### config.mk
export PLATFORM = sky130hd
export DESIGN_NAME = spi_receiver
export DESIGN_NICKNAME = d
export VERILOG_FILES = /design/src/rtl/spi_pkg.sv /design/src/rtl/spi_edge_sync.sv /design/src/rtl/spi_receiver.sv
export SDC_FILE = /design/constraint.sdc
export NUM_CORES = 1
export LEC_CHECK = 0
export CELL_PAD_IN_SITES_DETAIL_PLACEMENT = 1
export CELL_PAD_IN_SITES_GLOBAL_PLACEMENT = 2
export CORE_ASPECT_RATIO = 0.6
export CORE_MARGIN = 4
export CORE_UTILIZATION = 30
export CTS_CLUSTER_SIZE = 16
export DETAILED_ROUTE_END_ITERATION = 7
export GPL_TIMING_DRIVEN = 0
export PLACE_DENSITY = 0.73
export REMOVE_ABC_BUFFERS = 1
export SLEW_MARGIN = 10
export SYNTH_ARGS = -nofsm -noshare
export SYNTH_HDL_FRONTEND = slang
export SYNTH_HIERARCHICAL = 1
export SYNTH_SLANG_ARGS = --single-unit
### constraint.sdc
create_clock -name clk -period 2.25 [get_ports clk]
set_clock_uncertainty 0.1 [all_clocks]
set_input_delay 0.45 -clock clk [delete_from_list [all_inputs] [get_ports clk]]
set_output_delay 0.45 -clock clk [all_outputs]
set_load 0.03 [all_outputs]
### src/rtl/spi_pkg.sv
// Shared types and helpers for the SPI receiver slice.
// FSM states, SPI mode encodings and counter sizing.
package spi_pkg;

  typedef enum logic [1:0] {
    WAIT_IDLE,
    IDLE,
    SHIFT
  } state_t;

  localparam logic [1:0] SPI_MODE0 = 2'b00;
  localparam logic [1:0] SPI_MODE1 = 2'b01;
  localparam logic [1:0] SPI_MODE2 = 2'b10;
  localparam logic [1:0] SPI_MODE3 = 2'b11;

  function automatic int cnt_w(input int w);
    return $clog2(w + 1);
  endfunction

endpackage

### src/rtl/spi_edge_sync.sv
// Multi-flop synchronizer with optional registered edge pulses.
// Flops reset to the line's idle level so reset causes no edge.
module spi_edge_sync #(
  parameter int p_stages = 2,
  parameter bit p_idle   = 1'b0,
  parameter bit p_edges  = 1'b1
) (
  input  logic clk,
  input  logic s_rst,
  input  logic d,
  output logic level,
  output logic rise,
  output logic fall
);

  logic [p_stages-1:0] chain;

  always_ff @(posedge clk) begin
    if (s_rst) begin
      chain <= {p_stages{p_idle}};
    end else begin
      chain <= {chain[p_stages-2:0], d};
    end
  end

  assign level = chain[p_stages-1];

  if (p_edges) begin : g_edge
    logic prev;
    logic rise_q;
    logic fall_q;

    always_ff @(posedge clk) begin
      if (s_rst) begin
        prev   <= p_idle;
        rise_q <= 1'b0;
        fall_q <= 1'b0;
      end else begin
        prev   <= level;
        rise_q <= level & ~prev;
        fall_q <= ~level & prev;
      end
    end

    assign rise = rise_q;
    assign fall = fall_q;
  end else begin : g_lvl
    assign rise = 1'b0;
    assign fall = 1'b0;
  end

endmodule

### src/rtl/spi_receiver.sv
// SPI slave receiver: oversampled pins, MSB-first shift,
// one-entry valid/ready word buffer, overrun/frame error flags.
module spi_receiver
  import spi_pkg::*;
#(
  parameter int p_data_width  = 8,
  parameter bit p_cpol        = 1'b0,
  parameter bit p_cpha        = 1'b0,
  parameter int p_sync_stages = 2
) (
  input  logic                    clk,
  input  logic                    s_rst,
  input  logic                    sck,
  input  logic                    cs_n,
  input  logic                    mosi,
  output logic [p_data_width-1:0] data,
  output logic                    valid,
  input  logic                    ready,
  output logic                    overrun,
  output logic                    frame_err,
  output logic                    busy
);

  localparam int cw = cnt_w(p_data_width);
  localparam int sw = $clog2(p_sync_stages + 1);
  localparam logic [1:0] mode = {p_cpol, p_cpha};
  localparam bit fall_smp = (mode == SPI_MODE1) ||
                            (mode == SPI_MODE2);

  state_t                  state;
  logic [cw-1:0]           cnt;
  logic [sw-1:0]           settle;
  logic [p_data_width-1:0] sh;
  logic [p_data_width-1:0] word;
  logic                    sck_rise;
  logic                    sck_fall;
  logic                    cs_s;
  logic                    mosi_s;
  logic                    sample;
  logic                    done;
  logic                    unused_sck_lvl;
  logic                    unused_cs_r;
  logic                    unused_cs_f;
  logic                    unused_mo_r;
  logic                    unused_mo_f;

  spi_edge_sync #(
    .p_stages(p_sync_stages),
    .p_idle  (p_cpol),
    .p_edges (1'b1)
  ) u_sck (
    .clk  (clk),
    .s_rst(s_rst),
    .d    (sck),
    .level(unused_sck_lvl),
    .rise (sck_rise),
    .fall (sck_fall)
  );

  spi_edge_sync #(
    .p_stages(p_sync_stages),
    .p_idle  (1'b1),
    .p_edges (1'b0)
  ) u_cs (
    .clk  (clk),
    .s_rst(s_rst),
    .d    (cs_n),
    .level(cs_s),
    .rise (unused_cs_r),
    .fall (unused_cs_f)
  );

  spi_edge_sync #(
    .p_stages(p_sync_stages),
    .p_idle  (1'b0),
    .p_edges (1'b0)
  ) u_mosi (
    .clk  (clk),
    .s_rst(s_rst),
    .d    (mosi),
    .level(mosi_s),
    .rise (unused_mo_r),
    .fall (unused_mo_f)
  );

  assign sample = fall_smp ? sck_fall : sck_rise;
  assign word   = {sh[p_data_width-2:0], mosi_s};
  assign done   = (state == SHIFT) && !cs_s && sample &&
                  (cnt == cw'(p_data_width - 1));
  assign busy   = (state == SHIFT);

  always_ff @(posedge clk) begin
    if (s_rst) begin
      state     <= WAIT_IDLE;
      cnt       <= '0;
      settle    <= '0;
      sh        <= '0;
      data      <= '0;
      valid     <= 1'b0;
      overrun   <= 1'b0;
      frame_err <= 1'b0;
    end else begin
      overrun   <= 1'b0;
      frame_err <= 1'b0;

      if (valid && ready) begin
        valid <= 1'b0;
      end

      if (done) begin
        if (!valid || ready) begin
          data  <= word;
          valid <= 1'b1;
        end else begin
          overrun <= 1'b1;
        end
      end

      unique case (state)
        WAIT_IDLE: begin
          // cs_n chain still holds its reset value until flushed
          if (settle != sw'(p_sync_stages)) begin
            settle <= settle + 1'b1;
          end else if (cs_s) begin
            state <= IDLE;
          end
        end
        IDLE: begin
          cnt <= '0;
          sh  <= '0;
          if (!cs_s) begin
            state <= SHIFT;
          end
        end
        SHIFT: begin
          if (cs_s) begin
            if (cnt != '0) begin
              frame_err <= 1'b1;
            end
            cnt   <= '0;
            sh    <= '0;
            state <= IDLE;
          end else if (sample) begin
            sh  <= word;
            cnt <= done ? '0 : cnt + 1'b1;
          end
        end
        default: state <= WAIT_IDLE;
      endcase
    end
  end

endmodule

==> impl_results.md <==
- Pin count of the biggest net entering global routing: 44
- Initial antenna violation count: 0
- Setup bufs post-CTS: 0
- Vias: 1,066
- Via count of the first global-routing pass: 1,058
- Final Hold Fails: 0
- Fin crit period: 2020 ps
- Die W: 96.2 um
- CTS tree: built
- Num CTS Buffers: 5
- Final Cycle Share: 90.0%
- Drc violations: 0
- Layout area overhead: 23.1%
- First DRT Iteration DRCs: 39
- Initial Util: 32.5%
- Clock transition at path regs: 70 ps
- Global Route Usage Sum: 11.1%
- Total power: 1350 uW
- Max H-tree Level: 2
- Post-Syn Area per Cell: 9.40 sq um
- CP endpoint kind: output port
- Syn Inst Count: 149
- Die area: 0.00586 sq mm
- Peak supply drop: 0.272 mV
- CP startpoint kind: flop
- Fill count: 518
- Crit Path Category: reg2out
- RSZ-0062 raised after global routing: false
- Layout cells sized above 1: 8.33%
- First-pass GRT wire length: 4860 um
- GPL Wtd Cong: 0.678
- Max-cap violations: 0
- Detail Route Antenna Nets: 0
- Worst min path class: reg2reg
- Core Region: 0.00430 sq mm
- Area after DPL: 0.00162 sq mm
- GRT Residual Overflow: 0
- IO Count: 18
- Cell Area, Synth: 0.00140 sq mm
- Design area: 0.00172 sq mm
- Pre-CTS WS: -138 ps
- Die Height: 60.9 um
- Hpwl dp: 2080 um
- Clock Tree Buf Depth: 2
- Diode count: 0
- Slew HR: 53.7%
- Setup violators final: 0
- Crit Path Max Fanout: 8
- Worst-skew pair later-pin latency: 270 ps
- Max Freq: 494 MHz
- Clock Tree Root: clkbuf_8
- Leakage power: 0.000578 uW
- Power density over cell area: 783 mW/mm^2
- Syn. warnings: 6
- Final core occ: 40.1%
- Pins over their slew limit: 0
- Vias/cell: 4.68
- PortBufs: 17
- Final Worst Setup Slack: 226 ps
- Critical path required time: 1700 ps
- Detailed Route WL: 2980 um
- Final net count: 179
- Clk sink count: 34
- Drt pass-1 iters: 4
- Arr. time, crit path: 1470 ps
- WL/cell: 13.1 um
- Hold buffers post-CTS: 0
- Run status: finished, final reports clean
- Row cnt: 18
- Worst Tran Pin Value: 692 ps
per-stage QoR:
| step | hold WS (ps) | instances | TNS, ps |
|---|---|---|---|
| floorplan | 271 | 142 | -3530 |
| global placement | 282 | 219 | -10290 |
| detailed placement | 282 | 220 | -927 |
| CTS | 291 | 228 | 0 |
| global route | 306 | 228 | 0 |
| finish | 288 | 228 | 0 |
state kept, by name (all words and copies together), names as in the netlist:
name / cells
u_sck/chain: 2
valid: 1
u_cs/chain: 2
overrun: 1
state: 2
u_mosi/chain: 2
data: 8
u_sck/rise: 1
frame_err: 1
cnt: 4
sh: 7
u_sck/g_edge.prev: 1
settle: 2
layer usage:
layer	up-vias	global-route usage (%)	routed length, um	part of all wire (%)
met5	-	0	0	0
met1	509	15.0	1520	51
met4	0	3.64	17	0.57
met3	2	4.09	121	4.1
li1	539	-	-	-
met2	16	16.7	1330	44
critical path, stage by stage (launching register included):
cell,delay [ps]
dfxtp_1,310
inv_1,100
ha_1,330
dlygate4sd2_1,450
repair_timing:
action / in CTS / in global routing
cloned: 0 / 0
setup endpoints to repair: 12 / 3
gates resized for setup: 2 / 1
hold endpoints to repair: 0 / 0
where the power goes:
group	internal [uW]	switching [uW]
clock network	247	212
registers	634	16.9
logic	95.6	145
final timing paths:
kind                            depth (start not counted)          to  slack, ps               from
worst max register to register                          6     data[0]        280           state[0]
worst max-delay path                                    3        busy        230           state[0]
worst min-delay path                                    1  u_sck/rise        290  u_sck/g_edge.prev
worst min register to register                          1  u_sck/rise        290  u_sck/g_edge.prev
cells in the final DEF (no fill, tap or decap), drive strengths merged, types with 7 or more instances in the layout:
cell type,instances
a21oi,11
mux2i,8
o21ai,8
clkdlybuf4s50,15
dfxtp,34
nand2,11
clkbuf,7
nand2b,17
inv,10
area by class of cell:
| type | instances | area, sq um | area share (%) |
|---|---|---|---|
| sequential | 34 | 681 | 39.5 |
| multi-input combinational | 98 | 668 | 38.8 |
| timing repair buffer | 18 | 171 | 9.94 |
| clock inverter | 1 | 5.00 | 0.290 |
| tap | 60 | 75.1 | 4.35 |
| clock buffer | 7 | 86.3 | 5.01 |
| inverter | 10 | 37.5 | 2.18 |
(Power assumes the default switching activity.)
